**src/rtl/mips_pkg.sv**
```systemverilog
// mips_pkg: constants and types shared across the minicpu pipeline.
//   XLEN           datapath width
//   MIPS_NOP       bubble encoding (sll r0,r0,0)
//   MIPS_RESET_PC  boot vector
//   MIPS_SYSCALL   syscall encoding
//   fetch_state_e  fetch handshake state (REQ, FULL)
//   fetch_entry_t  fetched instruction together with its address
package mips_pkg;

  localparam int unsigned XLEN = 32;

  localparam logic [XLEN-1:0] MIPS_NOP      = 32'h0000_0000;
  localparam logic [XLEN-1:0] MIPS_RESET_PC = 32'hBFC0_0000;
  localparam logic [XLEN-1:0] MIPS_SYSCALL  = 32'h0000_000C;

  typedef enum logic {
    ST_REQ  = 1'b0,
    ST_FULL = 1'b1
  } fetch_state_e;

  typedef struct packed {
    logic [XLEN-1:0] data;
    logic [XLEN-1:0] addr;
  } fetch_entry_t;

endpackage

```
**src/rtl/ifetch_skid.sv**
```systemverilog
// ifetch_skid: one-entry buffer holding a fetched instruction that could not
// advance into I1 in the cycle it arrived.
//   clk    clock
//   rst    synchronous active-high reset
//   load   capture din (takes priority over drain)
//   drain  entry consumed this cycle
//   din    instruction + address to capture
//   valid  entry present
//   dout   buffered instruction + address
module ifetch_skid
  import mips_pkg::*;
(
  input  logic         clk,
  input  logic         rst,
  input  logic         load,
  input  logic         drain,
  input  fetch_entry_t din,
  output logic         valid,
  output fetch_entry_t dout
);

  always_ff @(posedge clk) begin
    if (rst) begin
      valid <= 1'b0;
      dout  <= '0;
    end else if (load) begin
      valid <= 1'b1;
      dout  <= din;
    end else if (drain) begin
      valid <= 1'b0;
    end
  end

endmodule

```
**src/rtl/ifetch.sv**
```systemverilog
// ifetch: instruction-fetch stage. Holds the PC, runs the IReq/IAck handshake
// with instruction memory, and produces the stage-2 (I1) and stage-3 (I2)
// instructions consumed by decode. Handles branch redirects with one delay
// slot, downstream stalls and an optional two-cycle syscall stall.
//   CLK, MRST          clock, synchronous active-high reset
//   IAddr, IReq        fetch address (the PC) and request
//   IAck, IData        memory response, IData valid while IAck=1
//   Stall              downstream freeze
//   Redirect, RedirectPC  taken branch/jump and its target
//   instIsSyscall      decode flag, combinational on I1
//   I1, I2, PC1        stage-2/stage-3 instructions, address of I1
// Build option: IFETCH_SYSCALL_STALL_EN enables the syscall stall; without it
// instIsSyscall is ignored.
module ifetch
  import mips_pkg::*;
#(
  parameter logic [XLEN-1:0] RESET_PC = MIPS_RESET_PC,
  parameter logic [XLEN-1:0] NOP      = MIPS_NOP
) (
  input  logic            CLK,
  input  logic            MRST,
  output logic [XLEN-1:0] IAddr,
  output logic            IReq,
  input  logic            IAck,
  input  logic [XLEN-1:0] IData,
  input  logic            Stall,
  input  logic            Redirect,
  input  logic [XLEN-1:0] RedirectPC,
  input  logic            instIsSyscall,
  output logic [XLEN-1:0] I1,
  output logic [XLEN-1:0] I2,
  output logic [XLEN-1:0] PC1
);

  fetch_state_e    state_q, state_d;
  logic [XLEN-1:0] pc_q;
  logic            pend_q;
  logic [XLEN-1:0] pend_pc_q;
  logic            ack;
  logic            adv;
  logic            skid_load, skid_drain, skid_valid;
  fetch_entry_t    skid_out;

  // A response is only meaningful while a request is outstanding.
  assign ack   = IAck && (state_q == ST_REQ);
  assign IAddr = pc_q;
  assign IReq  = (state_q == ST_REQ);

`ifdef IFETCH_SYSCALL_STALL_EN
  logic [1:0] sys_cnt;
  logic       sys_done;
  logic       sys_trig;

  // Trigger once per syscall; sys_done blocks a retrigger while it sits in I1.
  assign sys_trig = instIsSyscall && !sys_done;
  assign adv      = !Stall && (sys_cnt == 2'd0);

  // Syscall bubble counter
  always_ff @(posedge CLK) begin
    if (MRST) begin
      sys_cnt  <= 2'd0;
      sys_done <= 1'b0;
    end else if (sys_trig) begin
      sys_cnt  <= 2'd2;
      sys_done <= 1'b1;
    end else begin
      if ((sys_cnt != 2'd0) && !Stall) sys_cnt <= sys_cnt - 2'd1;
      if (adv) sys_done <= 1'b0;
    end
  end
`else
  logic sys_unused;
  assign sys_unused = instIsSyscall;
  assign adv        = !Stall;
`endif

  // Fetch handshake state register
  always_ff @(posedge CLK) begin
    if (MRST) state_q <= ST_REQ;
    else      state_q <= state_d;
  end

  // Fetch handshake next state and skid controls
  always_comb begin
    state_d    = state_q;
    skid_load  = 1'b0;
    skid_drain = 1'b0;
    case (state_q)
      ST_REQ: begin
        if (ack && !adv) begin
          skid_load = 1'b1;
          state_d   = ST_FULL;
        end
      end
      ST_FULL: begin
        if (adv) begin
          skid_drain = 1'b1;
          state_d    = ST_REQ;
        end
      end
      default: state_d = ST_REQ;
    endcase
  end

  ifetch_skid u_skid (
    .clk   (CLK),
    .rst   (MRST),
    .load  (skid_load),
    .drain (skid_drain),
    .din   ('{data: IData, addr: pc_q}),
    .valid (skid_valid),
    .dout  (skid_out)
  );

  // PC and pending redirect; the fetch in flight or buffered is the delay slot.
  always_ff @(posedge CLK) begin
    if (MRST) begin
      pc_q      <= RESET_PC;
      pend_q    <= 1'b0;
      pend_pc_q <= '0;
    end else if (ack) begin
      if (Redirect) begin
        pc_q   <= RedirectPC;
        pend_q <= 1'b0;
      end else if (pend_q) begin
        pc_q   <= pend_pc_q;
        pend_q <= 1'b0;
      end else begin
        pc_q   <= pc_q + XLEN'(4);
      end
    end else if (Redirect) begin
      pend_q    <= 1'b1;
      pend_pc_q <= RedirectPC;
    end
  end

  // Stage registers: advance, bubble into I2 during a syscall stall, or hold.
  always_ff @(posedge CLK) begin
    if (MRST) begin
      I1  <= NOP;
      I2  <= NOP;
      PC1 <= '0;
    end else if (adv) begin
      I2 <= I1;
      if (skid_valid) begin
        I1  <= skid_out.data;
        PC1 <= skid_out.addr;
      end else if (ack) begin
        I1  <= IData;
        PC1 <= pc_q;
      end else begin
        I1  <= NOP;
      end
    end else if (!Stall) begin
      I2 <= NOP;
    end
  end

endmodule

```
**config.mk**
```make
export PLATFORM = sky130hd
export DESIGN_NAME = ifetch
export DESIGN_NICKNAME = d
export VERILOG_FILES = /design/src/rtl/mips_pkg.sv /design/src/rtl/ifetch_skid.sv /design/src/rtl/ifetch.sv
export SDC_FILE = /design/constraint.sdc
export NUM_CORES = 1
export LEC_CHECK = 0
export ABC_AREA = 0
export CORE_MARGIN = 2
export CORE_UTILIZATION = 37
export CTS_BUF_LIST = sky130_fd_sc_hd__clkbuf_4 sky130_fd_sc_hd__clkbuf_8
export CTS_CLUSTER_DIAMETER = 50
export DETAILED_ROUTE_END_ITERATION = 12
export GPL_TIMING_DRIVEN = 0
export PLACE_DENSITY_LB_ADDON = 0.15
export SETUP_SLACK_MARGIN = 0.4
export SLEW_MARGIN = 20
export SYNTH_ARGS = -nofsm -noshare
export SYNTH_HDL_FRONTEND = slang
export SYNTH_HIERARCHICAL = 1
export SYNTH_SLANG_ARGS = --single-unit
```
**constraint.sdc**
```tcl
create_clock -name CLK -period 5.2 [get_ports CLK]
set_input_delay 0.52 -clock CLK [delete_from_list [all_inputs] [get_ports CLK]]
set_output_delay 0.52 -clock CLK [all_outputs]
set_load 0.1 [all_outputs]
```
# Word-level counts from Yosys, hierarchy flattened
# Index checks and enable logic that the tools add are counted.
[word_totals]
register_bits = 227
in_bits = 70
elab_cells = 35
[classes]
n_addsub = 1
muxes = 14
bitwise_logic = 3
reduce_logical = 7
[ops]
columns = ["operator", "n"]
rows = [
  ["2-to-1 mux 32 bit", 6],
  ["adder 32 x 3 -> 32 bit, second input constant", 1],
  ["2-to-1 mux 1 bit", 7],
  ["AND reduction 2 bit", 2],
  ["nonzero test 2 bit", 2],
  ["NOT 1 bit", 3],
  ["logical AND 1 bit", 2],
  ["case mux 1 bit (2 select lines)", 1],
  ["OR reduction 2 bit", 1],
]

# Longest topological paths before layout
# Gate-level depths: netlist of the first run.
[logic_depth]
ltp_word = 6
ltp_mapped = 9

# Modules after synthesis
# Netlist of the first run, hierarchy kept.
[by_module_without_submodules]
columns = ["mod", "instances", "cells_each", "area_each_um2", "seq_area_each_um2"]
rows = [
  ["ifetch", 1, 933, 7487.2, 3243.1],
  ["ifetch_skid", 1, 210, 2344.7, 1301.2],
]

# Worst setup path before layout of the first run
# No wires, ideal clock.
[synth_timing]
path_kind = "register -> register"
from = "register pc_q[2] (netlist: IAddr[2])"
to = "register pc_q[20] (netlist: IAddr[20])"
setup_ns = 0.075
arrival_ns = 2.439
slack_ns = 2.686
stages_incl_launch_ff = 7
path_buffers = 0
synth_period_minus_slack_ns = 2.514
path_cell_list = "dfxtp_1 ha_1 and3_1 and3_1 nand3_1 or4_1 a31oi_1"
[synth_via]
elab_chain_cells = 3
[synth_lines]
columns = ["element", "line", "source"]
rows = [
  ["start: declaration", "ifetch.sv:36", "logic [XLEN-1:0] pc_q;"],
  ["start signal: assignment", "ifetch.sv:123", "pc_q <= RedirectPC;"],
  ["start signal: assignment", "ifetch.sv:126", "pc_q <= pend_pc_q;"],
  ["start signal: assignment", "ifetch.sv:129", "pc_q <= pc_q + XLEN'(4);"],
  ["adder 32 x 3 -> 32 bit", "ifetch.sv:129", ""],
  ["2-to-1 mux 32 bit", "ifetch.sv:125", "end else if (pend_q) begin"],
  ["2-to-1 mux 32 bit", "ifetch.sv:122", "if (Redirect) begin"],
]
# Every way passes these cells.
# A chain may end at the register's enable or synchronous reset.

# Worst setup path in the final report of the first run
[layout_timing]
from = "register pc_q[10] (netlist: IAddr[10])"
to = "output port IAddr[10]"
[layout_lines]
columns = ["element", "line", "source"]
rows = [
  ["end: declaration", "ifetch.sv:22", "output logic [XLEN-1:0] IAddr,"],
]
# No word-level cell between the ends.

==> results of run 1 <==
==> routing by layer <==
metal	part of all wire [%]	GRT usage (%)	up-vias
met4	2.2	6.71	0
met5	0	0	-
met2	44	34.6	339
met3	7.1	4.18	57
li1	-	-	4488
met1	47	31.7	4374
==> state kept, by name (all words and copies together) (netlist names) <==
register,flops
IAddr,32
u_skid/dout,64
I2,32
pend_pc_q,32
PC1,32
I1,32
state_q,1
u_skid/valid,1
pend_q,1
==> kinds of logic after synthesis <==
logic type	after synthesis	synth area share [%]
DFF	227	46.2
AOI/OAI and AO/OA	249	15.3
muxes	131	13.3
and+or+nand+nor	431	19.8
xor gates and xnor gates	2	0.178
adders and majority gates	1	0.127
buffers and inverters	102	5.06
==> synthesized netlist by cell type (5+ instances only) <==
library cell  instances  area [um2]
and4_1                5        43.8
nor2_1              177         664
a211oi_1             35         263
o21ai_0              38         190
buf_2                 9        45.0
buf_12                5         100
a21oi_1             122         611
nand3b_1             32         240
a32o_1                6        60.1
a31oi_1               5        31.3
nand3_1              12        60.1
and2_1                7        43.8
clkbuf_1             60         225
nor3_1                8        40.0
nand2_1             143         537
dfxtp_1             227        4540
nand4_1              13        81.3
buf_1                16        60.1
and3_1               16         100
mux2i_1             130        1300
inv_1                 6        22.5
a22oi_1               7        52.6
==> power by group <==
group          switching, W  internal (W)  total [W]
Sequential        0.0000753       0.00183    0.00190
Combinational      0.000663      0.000271   0.000934
Clock              0.000726       0.00100    0.00173
==> how the worst max path moves through the flow <==
stage / end / slack [ps] / cells after the start / from
floorplan: IAddr[20]$_SDFFE_PP0P_ / 2690 / 6 / IAddr[2]$_SDFFE_PP0P_
global placement: u_skid/dout[59]$_SDFFE_PP0P_ / 1970 / 10 / IAck
detailed placement: u_skid/dout[59]$_SDFFE_PP0P_ / 1950 / 10 / IAck
CTS: IAddr[7] / 2320 / 1 / IAddr[7]$_SDFFE_PP0P_
global route: IAddr[7] / 2290 / 1 / IAddr[7]$_SDFFE_PP0P_
finish: IAddr[10] / 2320 / 1 / IAddr[10]$_SDFFE_PP0P_
==> cell type report <==
type | instances | area [um2]
sequential | 227 | 4540
timing repair buffer | 195 | 1950
clock inverter | 5 | 55.1
fill | 2552 | 13000
inverter | 7 | 26.3
tap | 335 | 419
multi-input combinational | 814 | 4790
buffer | 95 | 472
clock buffer | 64 | 787
==> per-stage QoR <==
stage | power, W | setup slack [ps] | util, % | std cells | cell area, um2
floorplan | 0.00258 | 2690 | - | 1143 | 9830
global placement | 0.00286 | 1970 | 46.8 | 1673 | 12200
detailed placement | 0.00287 | 1950 | 46.8 | 1673 | 12200
CTS | 0.00461 | 2320 | 50.1 | 1742 | 13000
global route | 0.00475 | 2290 | 50.1 | 1742 | 13000
finish | 0.00457 | 2320 | 50.1 | 1742 | 13000
==> summary.md, run 1 <==
| Metric | Value |
|---|---|
| Post-CTS setup buffers | `0` |
| Initial antenna violation count | `0` |
| CP bufs+invs | `1` |
| Total routed wirelength | `32.0 mm` |
| Actual slew at the worst max-slew pin | `1050 ps` |
| Post-route minimum period | `2880 ps` |
| RR Startpoint | `state_q$_SDFF_PP0_` |
| Syn-to-layout area delta | `32.7%` |
| Die Y | `167 um` |
| Core ar. | `0.0261 mm2` |
| Seq/Total Area, Yosys | `46.2%` |
| Power Density | `350 mW/mm2` |
| DRT iter0 DRCs | `674` |
| Ratio of cells with drive above 1 in the final layout | `6.68%` |
| Worst slew margin | `29.9%` |
| CTS Hold Bufs | `0` |
| CP Data Arrival Time | `2360 ps` |
| Worst hold path depth | `2` |
| Diode count | `0` |
| Maximum clock frequency | `0.348 GHz` |
| Mapped Avg Cell Area | `8.60 um2` |
| Number of flops mapped to enable cells by yosys | `0` |
| DR WL/cell | `18.4 um` |
| Largest net degree at the start of global routing | `11` |
| DIE WIDTH | `167 um` |
| Max-Cap Viols | `0` |
| Max Fanout on Critical Path | `10` |
| Vias/cell | `5.31` |
| Hold slack final | `450 ps` |
| Remaining antenna violation count | `0` |
| Worst Hold End | `pend_pc_q[17]$_SDFFE_PP0P_` |
| DRC | `0` |
| Number of global-route vias before repair | `8,735` |
| Crit share post-route | `55.3%` |
| Crit path required time | `4680 ps` |
| CTS Buf Count | `42` |
| Remaining Overflow, GRT | `0` |
| Hold Crit Start | `pend_pc_q[17]$_SDFFE_PP0P_` |
| Synthesized flop and latch total | `227` |
| GRT Total Usage | `22.4%` |
| Clock Skew | `44.4 ps` |
| Main synth FF type | `dfxtp_1` |
| First-pass GRT wire length | `50.0 mm` |
| DIE AREA | `0.0279 mm2` |
| H-tree depth | `2` |
| R2R setup slack | `2660 ps` |
| Floorplan row count | `59` |
| Distinct cells, synth | `56` |
| Port Buffers | `195` |
| Critical path's top delay family | `buffers and inverters` |
| Critical path startpoint category | `register` |
| Worst min path class | `reg2reg` |
| Longest Clk Path Bufs | `3` |
| Clk_lat worst skew | `560 ps` |
| Placer congestion estimate | `0.908` |
| Final HPWL DP | `23.1 mm` |
| TritonCTS clock tree | `yes` |
| Commonest non-fill, non-tap cell in the layout | `dfxtp_1` |
| Final Net Count | `1,453` |
| CP max stage cell | `clkdlybuf4s50_1` |
| Clock Pin Slew Worst Setup and Hold Paths | `50 ps` |
| Final setup vio count | `0` |
| Pleak | `4.75 nW` |
| Yosys warnings | `6` |
| Post-CTS Resized | `0` |
| Largest stage delay, worst path | `1220 ps` |
| Synthesized Nets | `1,214` |
| Setup crit end kind | `output port` |
| Most frequent cells in the layout | `dfxtp_1 (227), clkdlybuf4s50_1 (195), nor2_1 (177), nand2_1 (143), mux2i_1 (130)` |
| Reg2Reg Depth | `9` |
| # IOs | `199` |
| Slew Viols, Final | `0` |
| Reg-to-Reg End | `u_skid/dout[59]$_SDFFE_PP0P_` |
| Worst path cell trace | `clkdlybuf4s50_1` |
| Peak supply drop | `0.203 mV` |
| Cell Area, Synth | `0.00983 mm2` |
| Clk root buf | `clkbuf_8` |
| Count of mapped cells out of synthesis | `1,143` |
| Final TNS setup | `0 ps` |
| Unrepaired setup endpoints after global routing | `false` |
| TritonRoute pass-1 iters | `7` |
| Hold Vio Cnt, Final | `0` |
| Clock Sinks | `227` |
| Routed via count | `9,258` |
| Async S/R FF share, synth | `0%` |
| Status | `finished clean` |
| WS Path Type | `reg2out` |
| Initial core utilization | `37.7%` |
Power figures use the tool's default switching activity.
==> run 2: changes to the inputs <==
==> constraint.sdc (replaced) <==
create_clock -name CLK -period 2.9 [get_ports CLK]
set_input_delay 0.29 -clock CLK [delete_from_list [all_inputs] [get_ports CLK]]
set_output_delay 0.29 -clock CLK [all_outputs]
set_load 0.1 [all_outputs]
==> summary.md, run 2 (synthesis results as in run 1) <==
| Metric | Value |
|---|---|
| Status | `finished clean` |
| Critical path origin | `IAddr[6]$_SDFFE_PP0P_` |
| Max-Cap Viols | `0` |
| Pleak | `4.83 nW` |
| Setup crit end kind | `output port` |
| WS Path Type | `reg2out` |
| Final setup vio count | `0` |
| Initial antenna violation count | `0` |
| First-pass GRT wire length | `49.5 mm` |
| Final Net Count | `1,453` |
| Most frequent cells in the layout | `dfxtp_1 (225), nor2_1 (177), clkdlybuf4s50_1 (168), nand2_1 (143), mux2i_1 (130)` |
| Max Fanout on Critical Path | `4` |
| Clock Sinks | `227` |
| # placed instances | `1,673` |
| CP max stage cell | `clkdlybuf4s50_1` |
| Largest net degree at the start of global routing | `11` |
| Comb pwr share | `20.4%` |
| Largest stage delay, worst path | `1190 ps` |
| Biggest register | `u_skid/dout` |
| Maximum clock frequency | `0.406 GHz` |
| H-tree depth | `2` |
| Clock Pin Slew Worst Setup and Hold Paths | `60 ps` |
| Final HPWL DP | `22.9 mm` |
| Max FFs per register | `64` |
| Diode count | `0` |
| Commonest non-fill, non-tap cell in the layout | `dfxtp_1` |
| Routed via count | `9,252` |
| Ratio of cells with drive above 1 in the final layout | `7.03%` |
| Longest Clk Path Bufs | `3` |
| DRT iter0 DRCs | `737` |
| Critical path's top delay family | `buffers and inverters` |
| Placer congestion estimate | `0.889` |
| GRT Total Usage | `22.2%` |
| Actual slew at the worst max-slew pin | `1060 ps` |
| Number of global-route vias before repair | `8,518` |
| Remaining antenna violation count | `0` |
| TritonRoute pass-1 iters | `5` |
| Clk pwr share | `37.7%` |
| Floorplan row count | `59` |
| Vias/cell | `5.31` |
| Clock Skew | `42.3 ps` |
| P_sw | `0.00262 W` |
| Remaining Overflow, GRT | `0` |
| DIE WIDTH | `167 um` |
| Worst path cell trace | `clkdlybuf4s50_1` |
| Hold Vio Cnt, Final | `0` |
| Int Pwr | `0.00551 W` |
| Worst min path class | `in2reg` |
| CP bufs+invs | `1` |
| Port Buffers | `195` |
| # IOs | `199` |
| Hold Crit Start | `Redirect` |
| Total routed wirelength | `31.8 mm` |
| RR Startpoint | `state_q$_SDFF_PP0_` |
| CP Data Arrival Time | `2170 ps` |
| DIE AREA | `0.0279 mm2` |
| CTS Buf Count | `42` |
| DRC | `0` |
| Power Density | `625 mW/mm2` |
| Crit share post-route | `85.0%` |
| Clk root buf | `clkbuf_8` |
| Flop pwr share | `41.9%` |
| Sw frac | `32.2%` |
| Slew Viols, Final | `0` |
| Fin worst setup slack | `436 ps` |
| Syn-to-layout area delta | `32.3%` |
| Core ar. | `0.0261 mm2` |
| Critical path startpoint category | `register` |
| Worst slew margin | `29.9%` |
| TritonCTS clock tree | `yes` |
| Post-route minimum period | `2460 ps` |
| Setup WS pre-CTS | `-104 ps` |
| Peak supply drop | `0.419 mV` |
| Layout Cells excl Fill | `1,743` |
| Unrepaired setup endpoints after global routing | `false` |
| Crit path required time | `2610 ps` |
| Initial core utilization | `37.7%` |
| DR WL/cell | `18.2 um` |
| Clk_lat worst skew | `560 ps` |
| Die Y | `167 um` |
==> run 2: final timing paths <==
kind	to	cells after the start	slack (ps)
setup / recovery	IAddr[6]	1	440
hold / removal	IAddr[27]$_SDFFE_PP1P_	3	290
setup reg to reg	u_skid/dout[19]$_SDFFE_PP0P_	9	570
hold reg to reg	pend_pc_q[12]$_SDFFE_PP0P_	2	450
==> run 2: timing repair <==
item / CTS / global route
gates resized for setup: 26 / 5
hold buffers: 0 / 0
endpoints found under the setup margin: 26 / 52
buffers inserted: 0 / 0
==> run 2: area by class of cell <==
cell class | instances | area [um2]
Inverter | 7 | 26.3
Timing Repair Buffer | 195 | 1920
Multi-Input combinational cell | 814 | 4790
Sequential cell | 227 | 4550
Clock buffer | 64 | 768
Buffer | 95 | 475
Tap cell | 335 | 419
Clock inverter | 6 | 60.1
Fill cell | 2550 | 13000
==> run 2: stage by stage <==
stage | utilization [%] | hold slack (ps) | setup TNS, ps | total power [W] | cell area (um2)
2_1_floorplan | - | 426 | 0 | 0.00463 | 9830
3_3_place_gp | 46.8 | 438 | -3420 | 0.00514 | 12200
3_5_place_dp | 46.8 | 442 | -3740 | 0.00514 | 12200
4_1_cts | 49.9 | 239 | 0 | 0.00821 | 13000
5_1_grt | 49.9 | 320 | 0 | 0.00846 | 13000
6_report | 49.9 | 286 | 0 | 0.00814 | 13000
==> run 2: power by group through the flow <==
stage,Sequential [W],Combinational [W],Clock (W)
floorplan,0.00409,0.000541,0
global placement,0.00347,0.00166,0
detailed placement,0.00348,0.00167,0
CTS,0.00341,0.00166,0.00315
global route,0.00343,0.00175,0.00328
finish,0.00341,0.00166,0.00307
==> run 2: routing by layer <==
layer	track usage [%]	vias up	part of all wire (%)
met5	0	-	0
met2	33.9	352	43
met4	7.20	0	2.7
li1	-	4488	-
met3	3.23	61	6.4
met1	32.1	4351	48
==> run 3: changes to the inputs <==
==> constraint.sdc (replaced) <==
create_clock -name CLK -period 2.19 [get_ports CLK]
set_input_delay 0.219 -clock CLK [delete_from_list [all_inputs] [get_ports CLK]]
set_output_delay 0.219 -clock CLK [all_outputs]
set_load 0.1 [all_outputs]
==> summary.md, run 3 (synthesis results as in run 1) <==
| Metric | Value |
|---|---|
| Maximum clock frequency | `0.570 GHz` |
| Fin area | `0.0136 mm2` |
| Initial core utilization | `37.7%` |
| Largest stage delay, worst path | `570 ps` |
| P_sw | `0.00350 W` |
| Remaining Overflow, GRT | `0` |
| Max-Cap Viols | `0` |
| Routed via count | `9,249` |
| Number of global-route vias before repair | `8,517` |
| Clk pwr share | `38.1%` |
| Setup WS pre-CTS | `-466 ps` |
| Register area | `0.00464 mm2` |
| Flop pwr share | `41.3%` |
| DRC | `0` |
| Layout Cells excl Fill | `1,765` |
| Pleak | `5.10 nW` |
| Crit path required time | `1970 ps` |
| Syn-to-layout area delta | `38.7%` |
| Ratio of cells with drive above 1 in the final layout | `23.0%` |
| WS Path Type | `reg2out` |
| Clock Sinks | `227` |
| Final HPWL DP | `22.8 mm` |
| Placer congestion estimate | `0.893` |
| CTS Hold Bufs | `0` |
| Busiest grt layer | `met2` |
| Final Net Count | `1,472` |
| Hold slack final | `236 ps` |
| Total routed wirelength | `31.6 mm` |
| # placed instances | `1,673` |
| Clk root buf | `clkbuf_8` |
| Most frequent cells in the layout | `dfxtp_1 (198), nor2_1 (175), nand2_1 (143), mux2i_1 (129), a21oi_1 (122)` |
| Clock Skew | `28.4 ps` |
| Final TNS setup | `0 ps` |
| Port Buffers | `195` |
| CTS Buf Count | `40` |
| Clk_lat worst skew | `550 ps` |
| Biggest register | `u_skid/dout` |
| Diode count | `0` |
| Worst slew margin | `41.3%` |
| DIE AREA | `0.0279 mm2` |
| CP bufs+invs | `1` |
| Worst path cell trace | `clkdlybuf4s15_2` |
| R2R setup slack | `440 ps` |
| Met2 usage | `33.4%` |
| Crit share post-route | `80.2%` |
| Core ar. | `0.0261 mm2` |
| TritonCTS clock tree | `yes` |
| DIE WIDTH | `167 um` |
| Setup crit end kind | `output port` |
| Worst min path class | `in2reg` |
| Clock Pin Slew Worst Setup and Hold Paths | `60 ps` |
| GR Layer Usage met3 | `3.59%` |
| DRT iter0 DRCs | `643` |
| Actual slew at the worst max-slew pin | `880 ps` |
| Sw frac | `32.0%` |
| Vias/cell | `5.24` |
| Initial antenna violation count | `0` |
| TritonRoute pass-1 iters | `6` |
| Largest net degree at the start of global routing | `11` |
| Post-route minimum period | `1760 ps` |
| GRT Total Usage | `22.0%` |
| Unrepaired setup endpoints after global routing | `true` |
| # IOs | `199` |
| Fillers | `2,536` |
| Power Density | `801 mW/mm2` |
| Longest Clk Path Bufs | `3` |
| Max FFs per register | `64` |
| Max Fanout on Critical Path | `10` |
| Hold Vio Cnt, Final | `0` |
| Slew Viols, Final | `0` |
| Remaining antenna violation count | `0` |
| Final setup vio count | `0` |
| Commonest non-fill, non-tap cell in the layout | `dfxtp_1` |
| CP max stage cell | `clkdlybuf4s15_2` |
| Fin worst setup slack | `434 ps` |
| First-pass GRT wire length | `49.0 mm` |
| Critical path's top delay family | `buffers and inverters` |
| CP Data Arrival Time | `1540 ps` |
| H-tree depth | `2` |
| Multi-input combinational cell area | `0.00487 mm2` |
| DR WL/cell | `17.9 um` |
| Floorplan row count | `59` |
| Met1 Usage GRT | `32.1%` |
| Comb pwr share | `20.5%` |
| Placed inst area | `0.0123 mm2` |
| Die Y | `167 um` |
| Peak supply drop | `0.478 mV` |
| Critical path startpoint category | `register` |
| Status | `finished clean` |
| Int Pwr | `0.00743 W` |
-- run 3: cell count changes in the layout (fill, tap and decap cells not counted), moves of 5 or more --
| cell | before | now |
|---|---|---|
| buf_4 | 4 | 22 |
| clkdlybuf4s15_2 | 0 | 117 |
| clkdlybuf4s18_2 | 0 | 6 |
| clkdlybuf4s50_1 | 168 | 66 |
| clkbuf_1 | 59 | 26 |
| clkbuf_2 | 1 | 33 |
| dlygate4sd2_1 | 26 | 0 |
| dfxtp_1 | 225 | 198 |
| dfxtp_4 | 0 | 23 |
| clkbuf_4 | 19 | 24 |
-- run 3: layout make-up --
| cell class | count | area share (%) |
|---|---|---|
| plain buffers | 95 | 4.16 |
| clock buffers | 68 | 5.94 |
| clock inverters | 3 | 0.321 |
| inverters | 7 | 0.193 |
| multi-input cells | 814 | 35.7 |
| flip-flops and latches | 227 | 34.0 |
| well taps | 335 | 3.07 |
| repair buffers | 216 | 16.6 |
-- run 3: repair_timing --
item,CTS,global route
setup endpoints to repair,281,141
gates resized for setup,430,65
setup buffers,8,12
gates cloned,1,0
-- run 3: metal layers --
layer	up-vias	part of all wire [%]
li1	4538	-
met1	4320	48
met2	343	43
met3	48	6.5
met4	0	1.9
met5	-	0
-- run 3: worst paths after layout --
kind,cells after the start,start,endpoint
max,1,IAddr[7]$_SDFFE_PP0P_,IAddr[7]
min,3,Redirect,IAddr[27]$_SDFFE_PP1P_
min reg2reg,2,pend_pc_q[17]$_SDFFE_PP0P_,pend_pc_q[17]$_SDFFE_PP0P_
max reg2reg,6,IAddr[3]$_SDFFE_PP0P_,IAddr[20]$_SDFFE_PP0P_
-- run 3: power by group through the flow --
stage	clock [W]	combinational, W	sequential (W)
after global routing	0.00445	0.00237	0.00454
after floorplan	0	0.000718	0.00541
after global placement	0	0.00220	0.00460
after CTS	0.00426	0.00222	0.00452
after detailed placement	0	0.00221	0.00461
final	0.00417	0.00225	0.00452
-- run 3: per-stage QoR --
| stage | power (W) | util, % |
|---|---|---|
| floorplan | 0.00613 | - |
| global placement | 0.00680 | 47.4 |
| detailed placement | 0.00681 | 47.4 |
| CTS | 0.0110 | 51.8 |
| global route | 0.0114 | 52.3 |
| finish | 0.0109 | 52.3 |
